File: src/rtl/debounce_filter.sv
// Debounce filter: 2-flop synchronizer followed by a 4-state qualification FSM.
// Latency: a clean Raw change shows on Data STABLE_CYCLES+1 edges after its first capture edge.
// No backpressure. Define DEBOUNCE_EDGE_EN to build the Rise/Fall pulse flops; otherwise they are tied to 0.
module debounce_filter #(
   parameter int STABLE_CYCLES = 16,
   parameter int CNT_W         = 8
) (
   input  logic Clock,
   input  logic Reset,
   input  logic Raw,
   output logic Data,
   output logic Rise,
   output logic Fall,
   output logic Busy
);

   typedef enum logic [1:0] {
      IDLE_LO = 2'd0,
      WAIT_HI = 2'd1,
      IDLE_HI = 2'd2,
      WAIT_LO = 2'd3
   } state_t;

   // Count value at which the next matching sample is the STABLE_CYCLES-th one.
   localparam logic [CNT_W-1:0] CNT_LAST = CNT_W'(STABLE_CYCLES - 1);

   logic             meta_q;
   logic             sync_q;
   state_t           state_q, state_d;
   logic [CNT_W-1:0] cnt_q, cnt_d;
   logic             data_q, data_d;
   logic             busy_q, busy_d;

   // Two-flop synchronizer; only sync_q is seen by the filter.
   always_ff @(posedge Clock or posedge Reset) begin
      if (Reset) begin
         meta_q <= 1'b0;
         sync_q <= 1'b0;
      end else begin
         meta_q <= Raw;
         sync_q <= meta_q;
      end
   end

   // Next-state logic: any opposite sample restarts, the STABLE_CYCLES-th matching one accepts.
   always_comb begin
      state_d = state_q;
      cnt_d   = cnt_q;
      data_d  = data_q;
      case (state_q)
         IDLE_LO: begin
            cnt_d = '0;
            if (sync_q) begin
               state_d = WAIT_HI;
               cnt_d   = CNT_W'(1);
            end
         end
         WAIT_HI: begin
            if (!sync_q) begin
               state_d = IDLE_LO;
               cnt_d   = '0;
            end else if (cnt_q == CNT_LAST) begin
               state_d = IDLE_HI;
               cnt_d   = '0;
               data_d  = 1'b1;
            end else begin
               cnt_d = cnt_q + CNT_W'(1);
            end
         end
         IDLE_HI: begin
            cnt_d = '0;
            if (!sync_q) begin
               state_d = WAIT_LO;
               cnt_d   = CNT_W'(1);
            end
         end
         WAIT_LO: begin
            if (sync_q) begin
               state_d = IDLE_HI;
               cnt_d   = '0;
            end else if (cnt_q == CNT_LAST) begin
               state_d = IDLE_LO;
               cnt_d   = '0;
               data_d  = 1'b0;
            end else begin
               cnt_d = cnt_q + CNT_W'(1);
            end
         end
         default: begin
            state_d = IDLE_LO;
            cnt_d   = '0;
         end
      endcase
      // Busy is registered from the next state so it drops on the accept edge together with the Data change.
      busy_d = (state_d == WAIT_HI) || (state_d == WAIT_LO);
   end

   // FSM, counter and output registers.
   always_ff @(posedge Clock or posedge Reset) begin
      if (Reset) begin
         state_q <= IDLE_LO;
         cnt_q   <= '0;
         data_q  <= 1'b0;
         busy_q  <= 1'b0;
      end else begin
         state_q <= state_d;
         cnt_q   <= cnt_d;
         data_q  <= data_d;
         busy_q  <= busy_d;
      end
   end

   assign Data = data_q;
   assign Busy = busy_q;

`ifdef DEBOUNCE_EDGE_EN
   logic rise_q;
   logic fall_q;

   // Edge pulses go high on the same edge that Data takes its new value.
   always_ff @(posedge Clock or posedge Reset) begin
      if (Reset) begin
         rise_q <= 1'b0;
         fall_q <= 1'b0;
      end else begin
         rise_q <= data_d & ~data_q;
         fall_q <= ~data_d & data_q;
      end
   end

   assign Rise = rise_q;
   assign Fall = fall_q;
`else
   assign Rise = 1'b0;
   assign Fall = 1'b0;
`endif

endmodule

File: config.mk
export PLATFORM = sky130hd
export DESIGN_NAME = debounce_filter
export DESIGN_NICKNAME = d
export VERILOG_FILES = /design/src/rtl/debounce_filter.sv
export SDC_FILE = /design/constraint.sdc
export NUM_CORES = 1
export LEC_CHECK = 0
export ABC_CLOCK_PERIOD_IN_PS = 3900
export CAP_MARGIN = 5
export CORE_AREA = 5 5 42 44
export CTS_BUF_LIST = sky130_fd_sc_hd__clkbuf_8
export DETAILED_ROUTE_END_ITERATION = 8
export DIE_AREA = 0 0 47 49
export DONT_BUFFER_PORTS = 1
export PLACE_DENSITY = 0.69
export SETUP_SLACK_MARGIN = 0.05
export SYNTH_ARGS = -nofsm -noshare
export SYNTH_HDL_FRONTEND = slang
export SYNTH_SLANG_ARGS = --single-unit
File: constraint.sdc
create_clock -name Clock -period 3.9 [get_ports Clock]
set_input_delay 0.39 -clock Clock [delete_from_list [all_inputs] [get_ports Clock]]
set_output_delay 0.39 -clock Clock [all_outputs]
set_load 0.01 [all_outputs]
After elaboration in Yosys (flattened, before gate mapping) --
Cells that the tools add are included.
Storage, ports and cells: bits in registers 14, latch bits 0, RAM bits 0, ROM bits 0, input bits 3, output and inout port bits 4, logic and storage cells 39, memories kept 0
Operators by class: add/subtract/negate cells 1, multipliers 0, div/mod/pow operators 0, magnitude comparators 0, equality and inequality tests 10, shift-type cells 0, mux-type cells 18, bitwise operators 0, reductions and logical operators 4
Operator list (number):
- 8-bit one-hot mux with 4 select lines | 1
- 8-bit two-way mux | 3
- 2-bit two-way mux | 6
- 8-bit by 1-bit adder with 8-bit output (second input constant) | 1
- 8-bit by 4-bit equality test with 1-bit output (second input constant) | 1
- 2-bit != test (second input constant) | 4
- 2-bit one-hot mux with 4 select lines | 1
- 2-bit equality test (second input constant) | 3
- 1-bit two-way mux | 6
- 5-bit AND reduction | 1
- 2-bit by 1-bit equality test with 1-bit output (second input constant) | 2
- 2-bit zero test | 1
- 1-bit one-hot mux with 2 select lines | 1
- 2-bit nonzero test | 1
- 1-bit logical OR | 1

Longest topological paths before layout --
Gate-level depths: netlist of the first run.
depth after elaboration 6, mapped depth 4, mapped depth without buffers 4

Worst setup path before layout of the first run --
Ideal clock, no wire load.
path kind register to register, from reg cnt_q[4], to reg state_q[1], setup time 128 ps, data arrival time 1435 ps, data required time 3772 ps, path slack 2338 ps, cell stages (with the launch flop) 4, buffers on the path 0, period minus slack after synthesis 1562 ps, path through dfrtp_1 or4_4 nor3_4 mux2_1
On the way: word-level cells in the longest chain between the ends 4, elaborated cells on any way between the ends 6, classes of those cells 1 x eq/ne; 5 x mux
Ends and longest elaborated chain:
- start: declaration | line 30 | logic [CNT_W-1:0] cnt_q, cnt_d;
- start signal: assignment | line 107 | cnt_q <= cnt_d;
- 8-bit by 4-bit equality test with 1-bit output * | line 62, 81
- 2-bit two-way mux, on equally long branches | line 81, 62
- 2-bit two-way mux, on equally long branches | line 78, 59
- 2-bit one-hot mux with 4 select lines * | line 50 | case (state_q)
- via state_d[1] | line 29 | state_t state_q, state_d;
- end signal: assignment | line 106 | state_q <= state_d;
- end: declaration | line 29
The timed path passes the listed nets; every way through them passes the cells marked *. A chain may end at the register's enable or synchronous reset.

Final worst setup path of the first run --
Same ends and word-level chain as after synthesis.

==> results of run 1 <==
routing by layer:
metal / vias to the layer above / routed length (um)
met1: 210 / 447
met4: 0 / 35
li1: 202 / -
met3: 4 / 51
met5: - / 0
met2: 12 / 608
registers in the layout, summed over array words and instances (netlist names):
register,cells
cnt_q,8
Busy,1
state_q,1
meta_q,1
sync_q,1
Data,1
path summary, 6_finish.rpt:
check / from / endpoint / slack [ns] / cells past startpoint
worst min-delay path: Reset / cnt_q[1] / 0.06 / 1
min in group Clock: Raw / meta_q / 0.18 / 0
worst max-delay path: cnt_q[4] / state_q[1] / 2.29 / 3
max in group asynchronous: Reset / cnt_q[7] / 3.51 / 1
worst min register to register: meta_q / sync_q / 0.35 / 0
worst max register to register: cnt_q[4] / state_q[1] / 2.29 / 3
layout by cell type (no fill, tap or decap), drive strengths merged:
cell type  Yosys  final
xnor2          2      2
o211ai         1      1
nand2          4      4
or4            1      1
nand3          2      2
a21oi          6      6
inv            2      3
o41ai          1      1
and3           2      2
ha             1      1
o21ai          3      3
mux2           1      1
conb           1      2
a41oi          1      1
clkbuf         0      3
nor2           3      3
or3            4      4
nor4           1      1
nand4          1      1
xor2           2      2
nor3           1      1
dfrtp         13     13
synthesized netlist by cell type:
cell type  instances
buf_4              2
inv_1              2
nor4_1             1
ha_1               1
conb_1             1
xnor2_1            2
nand4_1            1
nand2_1            4
or4_4              1
o21ai_0            2
o41ai_1            1
o211ai_2           1
nor2_1             3
a41oi_1            1
dfrtp_1           13
nand3_2            1
or3_1              4
xor2_1             2
and3_1             2
nand3_1            1
o21ai_1            1
a21oi_1            6
nor3_4             1
mux2_1             1
power groups by stage:
| stage | sequential, mW | combinational (mW) | clock [mW] |
|---|---|---|---|
| 2_1_floorplan | 0.143 | 0.00914 | 0 |
| 3_3_place_gp | 0.144 | 0.00932 | 0 |
| 3_5_place_dp | 0.144 | 0.00928 | 0 |
| 4_1_cts | 0.142 | 0.00953 | 0.120 |
| 5_1_grt | 0.142 | 0.0108 | 0.127 |
| 6_report | 0.142 | 0.00936 | 0.116 |
through the flow:
step / cell area [um2] / total power, mW / std cells
floorplan: 608 / 0.152 / 56
global placement: 613 / 0.153 / 70
detailed placement: 613 / 0.153 / 70
CTS: 658 / 0.271 / 74
global route: 658 / 0.279 / 74
finish: 658 / 0.267 / 74
cells by family after synthesis:
| group | count (synthesis) | synth area share, % |
|---|---|---|
| flops | 13 | 53.8 |
| buf+inv | 4 | 3.73 |
| mux | 1 | 1.86 |
| fa+ha+maj | 1 | 2.07 |
| xor+xnor | 4 | 5.80 |
| simple gates | 19 | 19.7 |
| compound gates | 12 | 12.4 |
| other cells | 1 | 0.621 |
cell type report:
type | instances | area, um2 | area share, %
clock buffers | 3 | 41.3 | 6.27
clock inverters | 1 | 3.75 | 0.570
inverters | 2 | 7.51 | 1.14
multi-input cells | 39 | 260 | 39.5
flip-flops and latches | 13 | 325 | 49.4
well taps | 16 | 20.0 | 3.04
==> metrics.txt, run 1 <==
# diodes=0; # resized after CTS=0; GRT overflow=0; Worst Setup End Kind=flop; Num CTS Buffers=3; Syn Std Cell Area=604 um2; largest net degree at the start of global routing=14; YS warnings=0; sw frac=between 20 and 25%; CP Data Required Time=between 4 and 5 ns; Initial Util=43.1%; final core occ=between 40% and 50%; Final nets=63; Setup WS pre-CTS=2.29 ns; Power Dens Cells=406 nW/um2; first-pass GRT wire length=1990 um; busiest grt layer=met2; Peak VDD IR=0.232 mV; post-synthesis sequential area ratio=53.8%; die area=between 2000 and 2500 um2; flop and latch count out of synthesis=13; Setup Buffers After CTS=0; Worst-path clk slew=0.05 ns; maximum clock rate=roughly 0.62 GHz; CP arrival=1.74 ns; worst setup path category=reg2reg; Hold Path Class=in2async; RSZ-0062 raised after global routing=no; Comb power frac=3.5%; drt wl/cell=15.4 um; Pint=210 uW; Syn Inst Count=55; max-slew violations=0; Final ANT Viol Nets=0; fillers=approximately 140; max cap viols=0; clock skew=0.00295 ns; Fin Setup TNS=0 ns; overall routing resource usage=12.3%; critical path's largest stage delay=between 0.5 and 0.6 ns; Hold Vio Cnt, Final=0; Critical-path top delay cell=or4_4; gpl congestion=0.695; Max Root-Sink Buffers=2; die width=~47 um; Area Growth Syn to Fin=8.90%; layout cell share with drive strength beyond 1=12.1%; Synth Area per Inst=between 10 and 15 um2; worst path bufs/invs=0; CTS sink count=13; CP Launch Type=flop; DR pass1 iterations=2; vias in the first global route=467; via count=428; TritonCTS clock tree=yes; root buf cell=clkbuf_8; buffers added on ports=0; Routed WL=1140 um; Pleak=0.288 nW; grt met2 use=approximately a fifth; worst-skew pair later-pin latency=0.24 ns; Core Box Area=approximately 1400 um2; Max FO, Critical Path=7; Clock Power Share=43.5%; Reg power frac=a little over half; fin crit share=41.4%; M3 GR Usage=2.58%; # IOs=7; final setup margin=between 2 and 2.5 ns; DP HPWL=796 um; area share of the largest cell type after synthesis=53.8%; Rows=14; H-tree depth=1; Die Y-Extent=49 um; Distinct cells, synth=24; post-route minimum period=1.61 ns; Top Family by Delay on Critical Path=simple AND/OR/NAND/NOR gates; Detailed Route Iter0 Violations=2; M1 GR Usage=13.3%; drc violations=0; hold slack=0.0570 ns; Setup-failing EPs final=0; Area contributors post-synth=dfrtp_1, a21oi_1, or3_1; hold_buf cts=0; Synth area leader=dfrtp_1; initial antenna violation count=0; Via density=5.78; CP Cell Sequence=or4_4 -> nor3_4 -> mux2_1; status=completed; Psw=57.3 uW
Power figures use the tool's default switching activity.
==> run 2, diff against run 1 <==
Settings changed: ABC_CLOCK_PERIOD_IN_PS 3900 to 1300, PLACE_DENSITY 0.69 to 0.71.
Clock period 3.9 ns to 1.3 ns, I/O delays scaled along.
==> run 2 against run 1 <==
  * The run now ends with setup timing left
  * Global-route usage is 1.5 points higher
  * Sequential power increased to 3.0 times the previous value
  * Clock skew increased by 0.0015 ns
  * Non-clock buffer count is 15 higher
  * Critical path depth unchanged
  * Flip-flop and latch count is the same
  * Worst hold slack improved by 0.29 ns
  * Wire length up 16%
  * First-iteration DRC count rose to 5.0 times the previous value
  * Combinational power rose to 5.3 times the previous value
  * Largest power group unchanged
  * Highest routed layer unchanged
==> metrics.txt, run 2 (same netlist as run 1, synthesis figures left out) <==
status=complete, but fails checks; failing checks=setup timing; sw frac=approximately 22%; Top Family by Delay on Critical Path=simple AND/OR/NAND/NOR gates; R2R cell count=3; Psw=182 uW; GRT overflow=0; overall routing resource usage=13.9%; Routed WL=1330 um; CP Launch Type=flop; Worst-path clk slew=0.05 ns; Post-DP Area=between 600 and 700 um2; Worst Setup End Kind=flop; Pleak=between 0.3 and 0.4 nW; RSZ-0062 raised after global routing=yes; Fin Setup TNS=-0.985 ns; worst-skew pair later-pin latency=0.24 ns; die width=47 um; fillers=112; DR pass1 iterations=4; Biggest register=cnt_q; Power Dens Cells=998 nW/um2; Core Box Area=1400 um2; Peak VDD IR=0.783 mV; clock skew=0.00444 ns; Critical-path top delay cell=or4_4; Reg power frac=51.4%; DP HPWL=approximately 900 um; vias in the first global route=450; # diodes=0; layout cell share with drive strength beyond 1=34.2%; Rows=14; Hold Path Class=in2async; RR Endpoint=state_q[1]; Largest register FFs=8; gpl congestion=0.749; die area=2300 um2; Setup-failing EPs final=6; maximum clock rate=0.658 GHz; Die Y-Extent=49 um; CP Cell Sequence=or4_4 -> nor3_4 -> mux2_4; Comb power frac=6.0%; fin crit share=117%; largest net degree at the start of global routing=14; worst reg2reg startpoint=cnt_q[7]; Hold Vio Cnt, Final=0; max-slew violations=0; worst path bufs/invs=0; Final nets=78; root buf cell=clkbuf_8; Clock Power Share=42.6%; CP Data Required Time=about 1.4 ns; CTS sink count=13; max cap viols=0; flop2flop setup slack=-0.22 ns; CP arrival=between 1.5 and 2 ns; initial antenna violation count=0; Via density=5.39; Num CTS Buffers=3; worst setup path category=reg2reg; Initial Util=43.1%; H-tree depth=1; first-pass GRT wire length=~2200 um; Max FO, Critical Path=3; final setup margin=-0.219 ns; critical path's largest stage delay=0.57 ns; buffers added on ports=0; Max Root-Sink Buffers=2; drc violations=0; via count=480; Detailed Route Iter0 Violations=10; Final ANT Viol Nets=0; TritonCTS clock tree=yes; drt wl/cell=14.9 um; most frequent cells in the layout=dfrtp_1, buf_4, a21oi_1; Area Growth Syn to Fin=36.9%; sequential standard cell area=325 um2; final instance area=827 um2; post-route minimum period=1.52 ns; # IOs=7; Multi-input gate area=312 um2; Pint=643 uW
run 2: cell count changes in the layout (fill, tap and decap cells not counted), sizes merged:
cell	change
buf	+13
dlygate4sd3	+2
run 2: per-layer routing:
metal / up-vias / part of all wire, % / GRT usage, %
li1: 227 / - / -
met4: 0 / 3.0 / 12.0
met1: 237 / 43 / 18.1
met2: 12 / 49 / 17.9
met3: 4 / 4.4 / 4.06
met5: - / 0 / 0
run 2: power groups by stage:
stage	registers [mW]	logic, mW	clock network (mW)
floorplan	0.429	0.0278	0
global placement	0.427	0.0388	0
detailed placement	0.428	0.0399	0
CTS	0.423	0.0465	0.355
global route	0.425	0.0569	0.384
finish	0.424	0.0499	0.351
run 2: per-stage QoR:
step           setup WS, ns  cells  power, mW  hold slack (ns)  util, %
4_1_cts              -0.218     87      0.824            0.359     56.5
3_3_place_gp         -0.202     80      0.466           0.0554     49.6
5_1_grt              -0.273     89      0.866            0.374     59.0
6_report             -0.219     89      0.825            0.345     59.0
3_5_place_dp         -0.238     80      0.468           0.0629     49.6
2_1_floorplan        -0.225     56      0.457          0.00696        -
run 2: repair_timing:
action / 4_1_cts / 5_1_grt
endpoints found under the hold margin: 14 / 0
resized for setup: 4 / 3
pin swaps: 1 / 2
hold buffers: 2 / 0
buffers inserted: 2 / 3
endpoints found under the setup margin: 8 / 8
run 2: cell type report:
class / instances / area share (%)
multi-input cells: 39 / 37.7
flip-flops and latches: 13 / 39.3
clock inverters: 1 / 0.454
inverters: 2 / 0.908
clock buffers: 3 / 4.99
repair buffers: 15 / 14.2
well taps: 16 / 2.42
run 2: how the worst max path moves through the flow:
| stage | cells past startpoint | from | to | slack [ns] |
|---|---|---|---|---|
| 2_1_floorplan | 3 | cnt_q[5] | state_q[1] | -0.23 |
| 3_3_place_gp | 3 | cnt_q[7] | state_q[1] | -0.20 |
| 4_1_cts | 3 | cnt_q[7] | state_q[1] | -0.22 |
| 6_report | 3 | cnt_q[7] | state_q[1] | -0.22 |
| 3_5_place_dp | 3 | cnt_q[7] | state_q[1] | -0.24 |
| 5_1_grt | 4 | cnt_q[7] | Data | -0.27 |
==> run 3, diff against run 2 <==
Settings changed: SKIP_CTS_REPAIR_TIMING from default to 1.
==> run 3 against run 2 <==
  * The flow still finishes with violations (setup timing)
  * Sequential power barely moved
  * Non-clock buffer count did not move
  * Cell count did not move
  * Core utilization fell by 0.089 points
  * Register-to-register slack got worse by 0.02 ns
  * Worst setup slack got worse by 0.019 ns
  * Total power barely moved
  * Sequential share of layout area rose by 0.060 points
  * Clock power barely moved
==> metrics.txt, run 3 (same netlist as run 1, synthesis figures left out) <==
status=complete, but fails checks; failing checks=setup timing; clock skew=roughly 0.0062 ns; root buf cell=clkbuf_8; dpl cells=80; die area=approximately 2300 um2; fin crit share=118%; gpl congestion=0.749; Final nets=78; max-slew violations=0; CP endpoint=state_q[1]; # diodes=0; Routed WL=1340 um; Detailed Route Iter0 Violations=9; Top Family by Delay on Critical Path=simple AND/OR/NAND/NOR gates; Largest register FFs=8; die width=47 um; Critical path origin=cnt_q[7]; final setup margin=-0.238 ns; via count=475; max cap viols=0; Power Dens Cells=between 900 and 1000 nW/um2; buffers added on ports=0; first-pass GRT wire length=roughly 2100 um; initial antenna violation count=0; Rows=14; CTS sink count=13; CP Cell Sequence=or4_4 -> nor3_4 -> mux2_1; H-tree depth=1; worst path bufs/invs=0; RR Endpoint=state_q[1]; Via density=5.34; Core Box Area=1400 um2; Max FO, Critical Path=3; post-route minimum period=1.54 ns; Critical-path top delay cell=or4_4; most frequent cells in the layout=dfrtp_1, buf_4, a21oi_1; Final ANT Viol Nets=0; critical path's largest stage delay=0.56 ns; Setup-failing EPs final=6; drt wl/cell=15.1 um; CP arrival=1.66 ns; drc violations=0; Biggest register=cnt_q; Worst Setup End Kind=flop; final cell count without fillers=89; Pleak=between 0.3 and 0.4 nW; fillers=110; Hold Vio Cnt, Final=0; DP HPWL=913 um; flop2flop setup slack=-0.24 ns; TritonCTS clock tree=yes; CP Launch Type=flop; Max Root-Sink Buffers=2; Worst-path clk slew=0.06 ns; # IOs=7; largest net degree at the start of global routing=14; R2R cell count=3; GRT overflow=0; Setup WS pre-CTS=-0.238 ns; overall routing resource usage=13.3%; Peak VDD IR=around 0.8 mV; worst reg2reg startpoint=cnt_q[7]; DR pass1 iterations=4; worst setup path category=reg2reg; critical path depth=3; Hold Path Class=in2async; maximum clock rate=0.650 GHz; CP Data Required Time=approximately 1.4 ns; Num CTS Buffers=3; vias in the first global route=~450; Die Y-Extent=a little under 50 um; layout cell share with drive strength beyond 1=34.2%; Initial Util=43.1%; RSZ-0062 raised after global routing=yes; Area Growth Syn to Fin=36.6%; worst-skew pair later-pin latency=around 0.25 ns
## run 3: cell counts in the layout (fill, tap and decap cells not counted)
Identical to the previous run, type by type.
## run 3: worst register-to-register path: cells and delay by family, from the launching register on
family / cells / cell delay (ns)
simple gates: 2 / 0.70
flops: 1 / 0.37
mux: 1 / 0.34
## run 3: power breakdown
part / switching, mW / internal, mW / leakage, nW
Combinational: 0.0298 / 0.0205 / 0.162
Clock: 0.143 / 0.208 / 0.0269
Sequential: 0.00951 / 0.414 / 0.172
## run 3: layout make-up
cell class              instances  area, um2  area share [%]
flip-flops and latches         13        325            39.4
inverters                       2       7.51           0.909
clock inverters                 1       3.75           0.455
repair buffers                 15        118            14.2
multi-input cells              39        310            37.6
well taps                      16       20.0            2.42
clock buffers                   3       41.3            5.00
## run 3: worst min path at each step
stage           start  depth (start not counted)          to  slack (ns)
4_1_cts         Reset                          1  state_q[1]       -0.20
6_report        Reset                          2        Busy        0.34
5_1_grt        meta_q                          0      sync_q        0.37
2_1_floorplan   Reset                          1        Busy       0.007
3_5_place_dp    Reset                          1        Busy        0.06
3_3_place_gp    Reset                          1        Busy        0.06
## run 3: through the flow
step	instance area [um2]	util (%)	setup TNS, ns	power [mW]	hold WS [ns]
6_report	826	58.9	-0.978	0.825	0.345
5_1_grt	826	58.9	-1.37	0.867	0.374
4_1_cts	741	52.9	-0.918	0.816	-0.198
3_5_place_dp	696	49.6	-0.864	0.468	0.0629
3_3_place_gp	696	49.6	-0.761	0.466	0.0554
2_1_floorplan	616	-	-0.335	0.457	0.00696
## run 3: routing by layer
layer  wire [um]  track usage [%]  up-vias
met5           0                0        -
met4          40             12.0        0
met3          58             4.06        4
met2         681             17.9       11
met1         561             16.2      231
li1            -                -      229
